===== src/rtl/gpp16_pkg.sv =====
// Shared definitions for the 16-bit general purpose processor datapath.
// Holds the multiply/divide opcode and state enums plus the default data width.
package gpp16_pkg;

  localparam int GPP_DATA_W = 16;

  typedef enum logic [1:0] {
    MULLO = 2'b00,
    MULHI = 2'b01,
    DIVQ  = 2'b10,
    DIVR  = 2'b11
  } muldiv_op_t;

  typedef enum logic [1:0] {
    IDLE = 2'b00,
    RUN  = 2'b01,
    WB   = 2'b10
  } muldiv_state_t;

endpackage


===== src/rtl/muldiv_unit.sv =====
// Iterative unsigned multiply/divide unit sitting between the register file
// read ports and its write port. Shift-add multiply (LSB first) and restoring
// divide (MSB first) share one accumulator/shift register pair and a counter,
// producing one result bit per cycle, then issue a single register-file write.
// Optional build macro MULDIV_EARLY_DZ_EN: a divide with a zero divisor skips
// the iteration phase and writes back on the cycle right after issue.
module muldiv_unit
  import gpp16_pkg::*;
#(
  parameter int bits = GPP_DATA_W,
  parameter int N    = 3
) (
  input  logic            clk,
  input  logic            rst,
  input  logic            start,
  input  logic [1:0]      op,
  input  logic [bits-1:0] op_a,
  input  logic [bits-1:0] op_b,
  input  logic [N-1:0]    wa_in,
  output logic            busy,
  output logic            done,
  output logic            dz,
  output logic [bits-1:0] WD3,
  output logic [N-1:0]    WA3,
  output logic            WE3
);

  localparam int CW = (bits > 1) ? $clog2(bits) : 1;

  muldiv_state_t   state_q, state_d;
  muldiv_op_t      opIn;
  muldiv_op_t      opReg_q;
  logic [CW-1:0]   count_q;
  logic [bits-1:0] opA_q;
  logic [bits-1:0] opB_q;
  logic [N-1:0]    waddr_q;
  logic [bits:0]   accReg_q;
  logic [bits-1:0] shiftReg_q;
  logic [bits-1:0] wdata_q;
  logic [N-1:0]    wa3_q;
  logic            dz_q;

  logic            opInIsDiv;
  logic            isDiv;
  logic            selHigh;
  logic            lastIter;
  logic [bits:0]   mulSum;
  logic [bits:0]   mulAccNext;
  logic [bits-1:0] mulShNext;
  logic [bits:0]   divShifted;
  logic            divGe;
  logic [bits:0]   divRemNext;
  logic [bits-1:0] divQNext;
  logic [bits:0]   iterAcc;
  logic [bits-1:0] iterSh;
  logic [bits-1:0] iterResult;

  assign opIn      = muldiv_op_t'(op);
  assign opInIsDiv = (opIn == DIVQ) || (opIn == DIVR);
  assign isDiv     = (opReg_q == DIVQ) || (opReg_q == DIVR);
  assign selHigh   = (opReg_q == MULHI) || (opReg_q == DIVR);
  assign lastIter  = (count_q == CW'(bits - 1));

`ifdef MULDIV_EARLY_DZ_EN
  logic earlyDz;
  assign earlyDz = opInIsDiv && (op_b == '0);
`endif

  // One iteration of either algorithm, computed from the current register pair
  always_comb begin
    mulSum     = {1'b0, accReg_q[bits-1:0]} + (shiftReg_q[0] ? {1'b0, opA_q} : '0);
    mulAccNext = {1'b0, mulSum[bits:1]};
    mulShNext  = {mulSum[0], shiftReg_q[bits-1:1]};

    divShifted = {accReg_q[bits-1:0], shiftReg_q[bits-1]};
    divGe      = (divShifted >= {1'b0, opB_q});
    divRemNext = divGe ? (divShifted - {1'b0, opB_q}) : divShifted;
    divQNext   = {shiftReg_q[bits-2:0], divGe};

    iterAcc    = isDiv ? divRemNext : mulAccNext;
    iterSh     = isDiv ? divQNext   : mulShNext;
    iterResult = selHigh ? iterAcc[bits-1:0] : iterSh;
  end

  // State register
  always_ff @(posedge clk or posedge rst) begin
    if (rst) begin
      state_q <= IDLE;
    end else begin
      state_q <= state_d;
    end
  end

  // Next-state logic: issue, fixed-length iteration, single write-back cycle
  always_comb begin
    state_d = state_q;
    case (state_q)
      IDLE: begin
        if (start) begin
`ifdef MULDIV_EARLY_DZ_EN
          state_d = earlyDz ? WB : RUN;
`else
          state_d = RUN;
`endif
        end
      end
      RUN: begin
        if (lastIter) begin
          state_d = WB;
        end
      end
      WB: begin
        state_d = IDLE;
      end
      default: begin
        state_d = IDLE;
      end
    endcase
  end

  // Status and write-port strobes decoded straight from the state register
  always_comb begin
    busy = (state_q != IDLE);
    done = (state_q == WB);
    WE3  = (state_q == WB);
  end

  assign WD3 = wdata_q;
  assign WA3 = wa3_q;
  assign dz  = dz_q;

  // Operand capture, iteration datapath and held write-back values
  always_ff @(posedge clk or posedge rst) begin
    if (rst) begin
      opReg_q    <= MULLO;
      count_q    <= '0;
      opA_q      <= '0;
      opB_q      <= '0;
      waddr_q    <= '0;
      accReg_q   <= '0;
      shiftReg_q <= '0;
      wdata_q    <= '0;
      wa3_q      <= '0;
      dz_q       <= 1'b0;
    end else begin
      case (state_q)
        IDLE: begin
          if (start) begin
            opReg_q    <= opIn;
            opA_q      <= op_a;
            opB_q      <= op_b;
            waddr_q    <= wa_in;
            count_q    <= '0;
            accReg_q   <= '0;
            shiftReg_q <= opInIsDiv ? op_a : op_b;
`ifdef MULDIV_EARLY_DZ_EN
            if (earlyDz) begin
              wdata_q <= (opIn == DIVR) ? op_a : '1;
              wa3_q   <= wa_in;
              dz_q    <= 1'b1;
            end
`endif
          end
        end
        RUN: begin
          accReg_q   <= iterAcc;
          shiftReg_q <= iterSh;
          if (lastIter) begin
            wdata_q <= iterResult;
            wa3_q   <= waddr_q;
            dz_q    <= isDiv && (opB_q == '0);
          end else begin
            count_q <= count_q + CW'(1);
          end
        end
        default: begin
        end
      endcase
    end
  end

endmodule


===== config.mk =====
export PLATFORM = sky130hd
export DESIGN_NAME = muldiv_unit
export DESIGN_NICKNAME = d
export VERILOG_FILES = /design/src/rtl/gpp16_pkg.sv /design/src/rtl/muldiv_unit.sv
export SDC_FILE = /design/constraint.sdc
export NUM_CORES = 1
export LEC_CHECK = 0
export BUFFER_PORTS_ARGS = -buffer_cell sky130_fd_sc_hd__buf_2
export CAP_MARGIN = 5
export CORE_MARGIN = 10
export CORE_UTILIZATION = 40
export CTS_BUF_LIST = sky130_fd_sc_hd__clkbuf_16
export CTS_CLUSTER_SIZE = 28
export DETAILED_ROUTE_END_ITERATION = 7
export GPL_ROUTABILITY_DRIVEN = 1
export MAX_ROUTING_LAYER = met4
export PLACE_DENSITY = 0.55
export REMOVE_ABC_BUFFERS = 1
export SLEW_MARGIN = 0
export SYNTH_ARGS = -nofsm -noshare
export SYNTH_HDL_FRONTEND = slang
export SYNTH_SLANG_ARGS = --single-unit

===== constraint.sdc =====
create_clock -name clk -period 3.84 [get_ports clk]
set_clock_uncertainty 0.2 [all_clocks]
set_input_delay 0.576 -clock clk [delete_from_list [all_inputs] [get_ports clk]]
set_output_delay 0.576 -clock clk [all_outputs]
set_load 0.03 [all_outputs]

== Word-level counts from Yosys, hierarchy flattened ==
Index checks and enable logic that the tools add are counted.
Cells by class
  $add $sub $neg: 3
  magnitude comparators: 1
  equal/unequal tests: 11
  mux-type cells: 16
  reduce and logical (&&, ||, !) cells: 13
Operators with widths (count)
  16-bit two-way mux: 8
  16-bit one-hot mux with 2 select lines: 2
  16-bit by 16-bit adder with 17-bit output: 1
  17-bit by 16-bit greater-or-equal comparator with 1-bit output: 1
  16-bit logical NOT: 1
  16-bit subtractor: 1
  2-bit == test, second input constant: 5
  4-bit two-way mux: 2
  4-bit one-hot mux with 2 select lines: 1
  2-bit AND reduction: 4
  2-bit != test, second input constant: 3
  4-bit by 1-bit adder with 4-bit output, second input constant: 1
  2-bit by 1-bit == test with 1-bit output, second input constant: 2
  4-bit == test, second input constant: 1
  2-bit two-way mux: 2
  2-bit one-hot mux with 2 select lines: 1
  2-bit nonzero test: 2
  1-bit logical OR: 3
  3-bit AND reduction: 1
  2-bit logical NOT: 1
  1-bit logical AND: 1
Word-level totals
  flip-flop bits (word level): 95
  input bits: 40
  output and inout port bits: 23
  word-level logic and storage cells: 55

== Longest topological paths before layout ==
Gate-level depths: netlist (run 1).
  word-level depth: 5
  gate-level depth with buffers: 13

== Worst setup path before layout (run 1) ==
OpenSTA, ideal clock, no wires.
  kind: reg-to-reg
  start point: register shiftReg_q[0]
  end point: register wdata_q[9], in the netlist WD3[9]
  library setup time: 0.125 ns
  arrival: 2.813 ns
  required time: 3.515 ns
  slack: 0.703 ns
  cell stages (with the launch flop): 14
  cells stage by stage: dfrtp_1 > clkbuf_1 > and2_1 > ha_1 > inv_1 > fa_1 > nor2b_1 > o31ai_1 > a21oi_1 > o21ai_1 > nor2b_1 > xnor2_1 > mux4_2 > mux2_2
Between the ends
  word-level cells in the longest chain between the ends: 4
Ends and longest elaborated chain
  from (decl): RTL line muldiv_unit.sv:38  | logic [bits-1:0] shiftReg_q;
  from (signal assigned): RTL line muldiv_unit.sv:155  | shiftReg_q <= opInIsDiv ? op_a : op_b;
  from (signal assigned): RTL line muldiv_unit.sv:167  | shiftReg_q <= iterSh;
  16-bit two-way mux: RTL line muldiv_unit.sv:71  | mulSum = {1'b0, accReg_q[bits-1:0]} + (shiftReg_q[0] ? {1'b0, opA_q} : '0);
  16-bit by 16-bit adder with 17-bit output: RTL line muldiv_unit.sv:71
  16-bit two-way mux: RTL line muldiv_unit.sv:80  | iterAcc = isDiv ? divRemNext : mulAccNext;
  16-bit two-way mux: RTL line muldiv_unit.sv:82  | iterResult = selHigh ? iterAcc[bits-1:0] : iterSh;
  to (signal assigned): RTL line muldiv_unit.sv:169  | wdata_q <= iterResult;
  to (decl): RTL line muldiv_unit.sv:39  | logic [bits-1:0] wdata_q;
No other way between the ends.
A chain may end at the register's enable or synchronous reset.

== Worst setup path in the final report (run 1) ==
  start point: register accReg_q[0]
  end point: register wdata_q[9], in the netlist WD3[9]
Between the ends
  word-level cells in the longest chain between the ends: 4
  elaborated cells on any way between the ends: 6
  classes of those cells: 2 x add/sub; 1 x order compare; 3 x mux
Ends and longest elaborated chain
  from (decl): RTL line muldiv_unit.sv:37  | logic [bits:0] accReg_q;
  from (signal assigned): RTL line muldiv_unit.sv:166  | accReg_q <= iterAcc;
  16-bit subtractor or 17-bit by 16-bit greater-or-equal comparator with 1-bit output (tied branches): RTL line muldiv_unit.sv:77, muldiv_unit.sv:76
  16-bit two-way mux: RTL line muldiv_unit.sv:77  | divRemNext = divGe ? (divShifted - {1'b0, opB_q}) : divShifted;
  16-bit two-way mux (*): RTL line muldiv_unit.sv:80
  16-bit two-way mux (*): RTL line muldiv_unit.sv:82
Every way passes the cells marked *; elsewhere a longest branch is shown, timed or not.

==> flow_summary_export.csv, run 1 <==
group,metric,value,unit
placed_design,dpl.hpwl,13100,um
synth,seq_area_frac_synth,39.4,%
worst_setup_path,rr_startpoint,"accReg_q[0]",
floorplan,die_h,143,um
worst_setup_path,r2r.worst_path.cells,9,
timing,rsz0062_at_grt,"no",
cells_and_area,layout.nets,808,
synth,netlist_instances,681,
detailed_routing,vias,5203,
synth,synthArstFlopShare,100,%
synth,synthTopCellsByArea,"dfrtp_1 (39%), nand2_1 (8.5%), mux2i_1 (7.3%)",
synth,synth-xor-area-share,3.05,%
clocking,cts_num_sinks,95,
worst_setup_path,worstPathMaxFanout,5,
timing,worst_pin_slew,1040,ps
global_routing,grt_pass1_wl,28600,um
timing,relSlewSlack,30.5,%
status,status,"finished clean",
floorplan,die_area,20400,sq um
detailed_routing,viasPerCell,5.64,
synth,synth_edf_count,0,
clocking,ctsResizeCount,0,
clocking,cts-root-buf,"clkbuf_16",
worst_setup_path,path_class,"register to register",
worst_hold_path,whs_path_depth,3,
worst_setup_path,path_cells,"ha_1 > nor2b_1 > o31ai_1 > a21oi_1 > a31oi_4 > a22oi_4 > mux2_4 > mux4_2 > mux2_2",
synth,synth_ff_type,"dfrtp_1",
detailed_routing,wl_per_cell,19.5,um
power,power_leakage,3.26,nW
timing,fmax,0.302,GHz
synth,synth-seq-cells,95,
placed_design,finalWeightedCongestion,0.930,
timing,setup_tns,0,ps
worst_setup_path,arrival,3350,ps
clocking,cts.path.max_buffers,2,
worst_setup_path,crit_buf_inv,0,
detailed_routing,ant_nets,0,
synth,syn_area_per_cell,8.86,sq um
detailed_routing,totalWireLength,18000,um
timing,slew_violations,0,
floorplan,start_util,41.2,%
cells_and_area,num_antenna_cells,0,
cells_and_area,synthToLayoutAreaGrowth,13.1,%
synth,synth_top_family_by_area,"simple AND/OR/NAND/NOR gates",
detailed_routing,dr.first_iter.drc_count,400,
worst_setup_path,cp.required,3880,ps
clocking,htreeDepth,3,
global_routing,grt_pass1_vias,5229,
power,vdd_ir_drop_max,0.000338,V
cells_and_area,final_area,6830,sq um
worst_setup_path,rr_endpoint,"WD3[9]",
worst_hold_path,hold_path.class,"primary input to register",
worst_hold_path,min-delay-start,"wa_in[1]",
synth,ys_types,63,
synth,synth_common_cells,"nand2_1 (137), dfrtp_1 (95), mux2i_1 (44)",
placed_design,place_area,6550,sq um
timing,hold_viol_final,0,
worst_setup_path,slowest_delay,470,ps
clocking,cts_tree,"done",
synth,synth_simple_gate_area_share,18.8,%
timing,setup_viol,0,
clocking,postCtsSetupRepairBufs,0,
detailed_routing,drc,0,
synth,mappedNetlistArea,6030,sq um
job,cap_violations,0,
power,power_per_cell_area,1110,nW/um^2
synth,synth.most_common_cell,"nand2_1",
clocking,clk_latency,360,ps
global_routing,grt_use_total,18.5,%
worst_setup_path,cp_top_family,"multiplexers",
worst_setup_path,crit_path_end_kind,"register",
clocking,hold_buffers,0,
clocking,cts.clk_slew.worst_paths,60,ps
synth,synth_top_area_cell,"dfrtp_1",
global_routing,grt-ovfl-total,0,
worst_setup_path,cp_slowest_cell,"mux4_2",
synth,synthAdderAreaFrac,7.51,%
timing,min_period_over_period,86.1,%
global_routing,antenna_found_initial,0,
floorplan,die_w,143,um
synth,synth_compound_area_share,18.3,%
placed_design,numPortBuffers,62,
floorplan,core,14600,sq um
worst_setup_path,worstSetupStartpointType,"register",
timing,post-route-min-period,3310,ps
worst_setup_path,ff2ff_setup_slack,530,ps
clocking,cts-buffers-inserted,9,
detailed_routing,first_pass_iters,5,
global_routing,grt_max_degree,84,
floorplan,ios,63,
cells_and_area,drive_gt1_share,14.6,%
floorplan,fp-row-count,44,
synth,synthMuxAreaShare,8.86,%
timing,fin_hold_ws,210,ps
synth,yosysWarningCount,0,
worst_hold_path,min_to,"waddr_q[1]",
synth,yosys.area.top_type_share,39.4,%
metrics by stage:
stage	instances	total power, W	setup WS, ps	util (%)
floorplan	646	0.00538	565	-
global placement	906	0.00659	608	44.7
detailed placement	906	0.00667	535	44.7
CTS	922	0.00759	518	46.6
global route	922	0.00819	381	46.6
finish	922	0.00756	534	46.6
cells in the final DEF (no fill, tap or decap), types with 14 or more instances in the layout:
cell type / Yosys / layout
ha_1: 33 / 33
inv_1: 28 / 28
a21oi_1: 29 / 29
nor2_1: 36 / 36
buf_2: 1 / 62
buf_4: 1 / 14
o21ai_0: 42 / 42
o221ai_1: 14 / 14
nand2_1: 137 / 137
nor3_1: 16 / 16
mux2i_1: 44 / 44
dfrtp_1: 95 / 95
and2_1: 20 / 19
how the worst max path moves through the flow:
stage	start	end	slack, ps	depth (start not counted)
2_1_floorplan	accReg_q[0]	WD3[9]	560	9
3_3_place_gp	accReg_q[0]	WD3[9]	610	9
3_5_place_dp	accReg_q[0]	WD3[9]	540	9
4_1_cts	accReg_q[0]	WD3[9]	520	9
5_1_grt	opB_q[3]	WD3[9]	380	10
6_report	accReg_q[0]	WD3[9]	530	9
state kept, by name, indices dropped and copies added (netlist names):
signal	cells
opA_q	16
WA3	3
count_q	4
opB_q	16
accReg_q	16
state_q	2
opReg_q	2
shiftReg_q	16
dz	1
WD3	16
waddr_q	3
routing by layer:
metal,wire (um),global-route usage [%],up-vias
li1,-,-,2507
met1,8210,23.3,2561
met2,8710,29.5,112
met3,744,3.45,23
met4,340,5.65,0
met5,0,-,-
worst register-to-register path, stage by stage, from the launching register on:
cell     delay, ps
dfrtp_1        450
ha_1           320
nor2b_1        170
o31ai_1        100
a21oi_1        460
a31oi_4        190
a22oi_4        230
mux2_4         330
mux4_2         480
mux2_2         270
report_power, final:
group / total (W) / internal, W / switching [W] / leakage (nW)
clock network: 0.000877 / 0.000494 / 0.000384 / 0.143
registers: 0.00189 / 0.00150 / 0.000394 / 1.16
logic: 0.00479 / 0.00199 / 0.00280 / 1.96
area by class of cell:
cell class              instances  area, sq um
repair buffers                 76          415
fillers                      1454         7820
well taps                     184          230
inverters                      29          111
flip-flops and latches         95         2380
multi-input cells             522         3410
clock inverters                 7         55.1
clock buffers                   9          225
cells by family (layout without fill, tap and decap cells):
logic type	after synthesis	count (layout)
simple gates	254	254
compound gates	161	161
flops	95	95
buf+inv	64	121
mux	51	51
fa+ha+maj	35	35
xor+xnor	21	21
(Power assumes the default switching activity.)
==> run 2: changes to the inputs <==
Settings changed: ABC_AREA from default to 1, PLACE_DENSITY 0.55 to 0.54.
==> run 2 against run 1 <==
  * Design area is 11% higher
  * Combinational power is 11% higher
  * Power rose by 7.5%
  * Sequential power up 2%
  * Largest power group unchanged
  * Critical endpoint is now WD3[13]
  * Count of clock-buffer cells in the layout unchanged
  * Hold slack got worse by 64 ps
  * Synthesized cell count increased by 48%
  * Routed wire length up 16%
  * First-iteration DRC count down 16%
  * Clock power increased by 1%
==> flow_summary_export.csv, run 2 <==
group,metric,value,unit
detailed_routing,wl_met1,10600,um
detailed_routing,vias,6308,
worst_setup_path,slowest_delay,730,ps
floorplan,die_area,22700,sq um
cells_and_area,num_antenna_cells,0,
synth,synthArstFlopShare,100,%
clocking,cts.clk_slew.worst_paths,70,ps
power,power_leakage,4.27,nW
timing,worst_pin_slew,909,ps
synth,synthMuxAreaShare,0.440,%
detailed_routing,dr.first_iter.drc_count,335,
synth,synth_common_cells,"nand2_1 (392), inv_1 (131), dfrtp_1 (95)",
worst_setup_path,cpMostUsedCell,"nand2_1",
clocking,cts-root-buf,"clkbuf_16",
floorplan,core,16600,sq um
synth,ys_types,47,
worst_setup_path,worstPathMaxFanout,18,
placed_design,dpl.cell_count,1258,
clocking,hold_buffers,0,
detailed_routing,drc,0,
detailed_routing,first_pass_iters,4,
worst_setup_path,worstSetupStartpointType,"register",
global_routing,grt_max_degree,58,
worst_setup_path,cp.required,3880,ps
detailed_routing,wl_met3,736,um
status,status,"finished clean",
worst_setup_path,path_class,"register to register",
clocking,ctsResizeCount,0,
placed_design,place_ws,1070,ps
cells_and_area,final_cell_mix,"nand2_1 (392), inv_1 (130), dfrtp_1 (95)",
detailed_routing,wl_per_cell,16.4,um
floorplan,die_w,151,um
synth,synth_compound_area_share,9.70,%
synth,synthAdderAreaFrac,6.63,%
detailed_routing,totalWireLength,20900,um
synth,synth.most_common_cell,"nand2_1",
synth,synth-xor-area-share,1.15,%
synth,synth-seq-cells,95,
timing,fmax,0.354,GHz
clocking,cts.path.max_buffers,2,
worst_setup_path,cp_top_family,"simple AND/OR/NAND/NOR gates",
worst_setup_path,cp_slowest_cell,"dfrtp_1",
synth,yosysWarningCount,0,
floorplan,ios,63,
clocking,postCtsSetupRepairBufs,0,
timing,setup_tns,0,ps
clocking,cts_tree,"done",
cells_and_area,drive_gt1_share,12.0,%
detailed_routing,ant_nets,0,
global_routing,grt_use_total,19.4,%
timing,relSlewSlack,39.3,%
power,power_per_cell_area,1080,nW/um^2
clocking,htreeDepth,3,
synth,mappedNetlistArea,6830,sq um
power,vdd_ir_drop_max,0.000490,V
timing,fin_hold_ws,146,ps
timing,slew_violations,0,
placed_design,place_area,7260,sq um
synth,synth_ff_type,"dfrtp_1",
synth,yosys.area.top_type_share,34.8,%
cells_and_area,final_common_cell,"nand2_1",
worst_setup_path,path_cells,"nand2_1 > inv_1 > ha_1 > inv_1 > fa_1 > inv_1 > nand3_1 > nand2_1 > nand3_1 > nand2_1 > nand3_1 > nand2_1 > nand2_1 > nand3_1 > nand3_2 > nand2_1 > nand2_1",
global_routing,grt_pass1_vias,6361,
synth,synth_top_family_by_area,"simple AND/OR/NAND/NOR gates",
timing,min_period_over_period,73.5,%
placed_design,numPortBuffers,62,
timing,hold_viol_final,0,
cells_and_area,final_area,7540,sq um
floorplan,fp-row-count,47,
detailed_routing,viasPerCell,4.95,
synth,synth_edf_count,0,
worst_setup_path,arrival,2870,ps
timing,rsz0062_at_grt,"no",
placed_design,dpl.hpwl,15700,um
floorplan,start_util,41.0,%
job,cap_violations,0,
synth,syn_area_per_cell,6.79,sq um
detailed_routing,wl_met2,9440,um
timing,fin_ws,1020,ps
clocking,cts_num_sinks,95,
detailed_routing,highest_layer,"met4",
synth,synth_top_area_cell,"dfrtp_1",
synth,synthTopCellsByArea,"dfrtp_1 (35%), nand2_1 (22%), inv_1 (7.2%)",
timing,post-route-min-period,2820,ps
cells_and_area,instances_no_fill,1274,
global_routing,grt-ovfl-total,0,
timing,setup_viol,0,
cells_and_area,layout.nets,1124,
floorplan,die_h,151,um
cells_and_area,synthToLayoutAreaGrowth,10.5,%
synth,netlist_instances,1006,
placed_design,finalWeightedCongestion,0.939,
clocking,clk_latency,350,ps
synth,seq_area_frac_synth,34.8,%
worst_setup_path,crit_buf_inv,3,
synth,synth_simple_gate_area_share,36.7,%
clocking,cts-buffers-inserted,9,
global_routing,grt_pass1_wl,34000,um
global_routing,antenna_found_initial,0,
worst_hold_path,hold_path.class,"primary input to asynchronous set/reset pin",
worst_setup_path,crit_path_end_kind,"register",
[run 2: final timing paths]
check / startpoint / endpoint / slack [ps] / cells past startpoint
worst max-delay path: shiftReg_q[0] / WD3[13] / 1020 / 17
worst min-delay path: rst / state_q[1] / 150 / 2
worst max register to register: shiftReg_q[0] / WD3[13] / 1020 / 17
worst min register to register: WD3[1] / WD3[1] / 280 / 2
max in group asynchronous: rst / accReg_q[12] / 2520 / 3
min in group clk: wa_in[1] / waddr_q[1] / 210 / 3
[run 2: layout make-up]
class | instances | area (sq um)
Clock buffer | 9 | 225
Clock inverter | 7 | 57.6
Fill cell | 1803 | 9100
Inverter | 133 | 502
Multi-Input combinational cell | 739 | 3730
Sequential cell | 95 | 2380
Tap cell | 220 | 275
Timing Repair Buffer | 71 | 378
[run 2: worst reg2reg max path, delay by kind of cell (launching register included)]
family / cells / cell delay, ps
buf+inv: 3 / 220
flops: 1 / 730
simple gates: 12 / 1060
fa+ha+maj: 2 / 520
[run 2: power breakdown]
part	total, W	switching [W]	leakage (nW)	internal [W]
registers	0.00193	0.000438	1.16	0.00149
logic	0.00531	0.00351	2.98	0.00180
clock network	0.000887	0.000439	0.129	0.000448
[run 2: logic make-up (layout without fill, tap and decap cells)]
logic type | count (synthesis) | after routing
compound gates | 116 | 116
fa+ha+maj | 35 | 35
buf+inv | 172 | 220
simple gates | 576 | 576
mux | 3 | 3
flops | 95 | 95
xor+xnor | 9 | 9
[run 2: through the flow]
stage	utilization (%)	total power, W
final	45.3	0.00813
after global routing	45.3	0.00901
after CTS	45.3	0.00815
after detailed placement	43.6	0.00723
after global placement	43.6	0.00721
after floorplan	-	0.00579
[run 2: routing by layer]
metal | global-route usage, % | vias to the layer above
li1 | - | 3277
met1 | 27.6 | 2882
met2 | 29.7 | 136
met3 | 2.07 | 13
met4 | 3.22 | 0
met5 | - | -
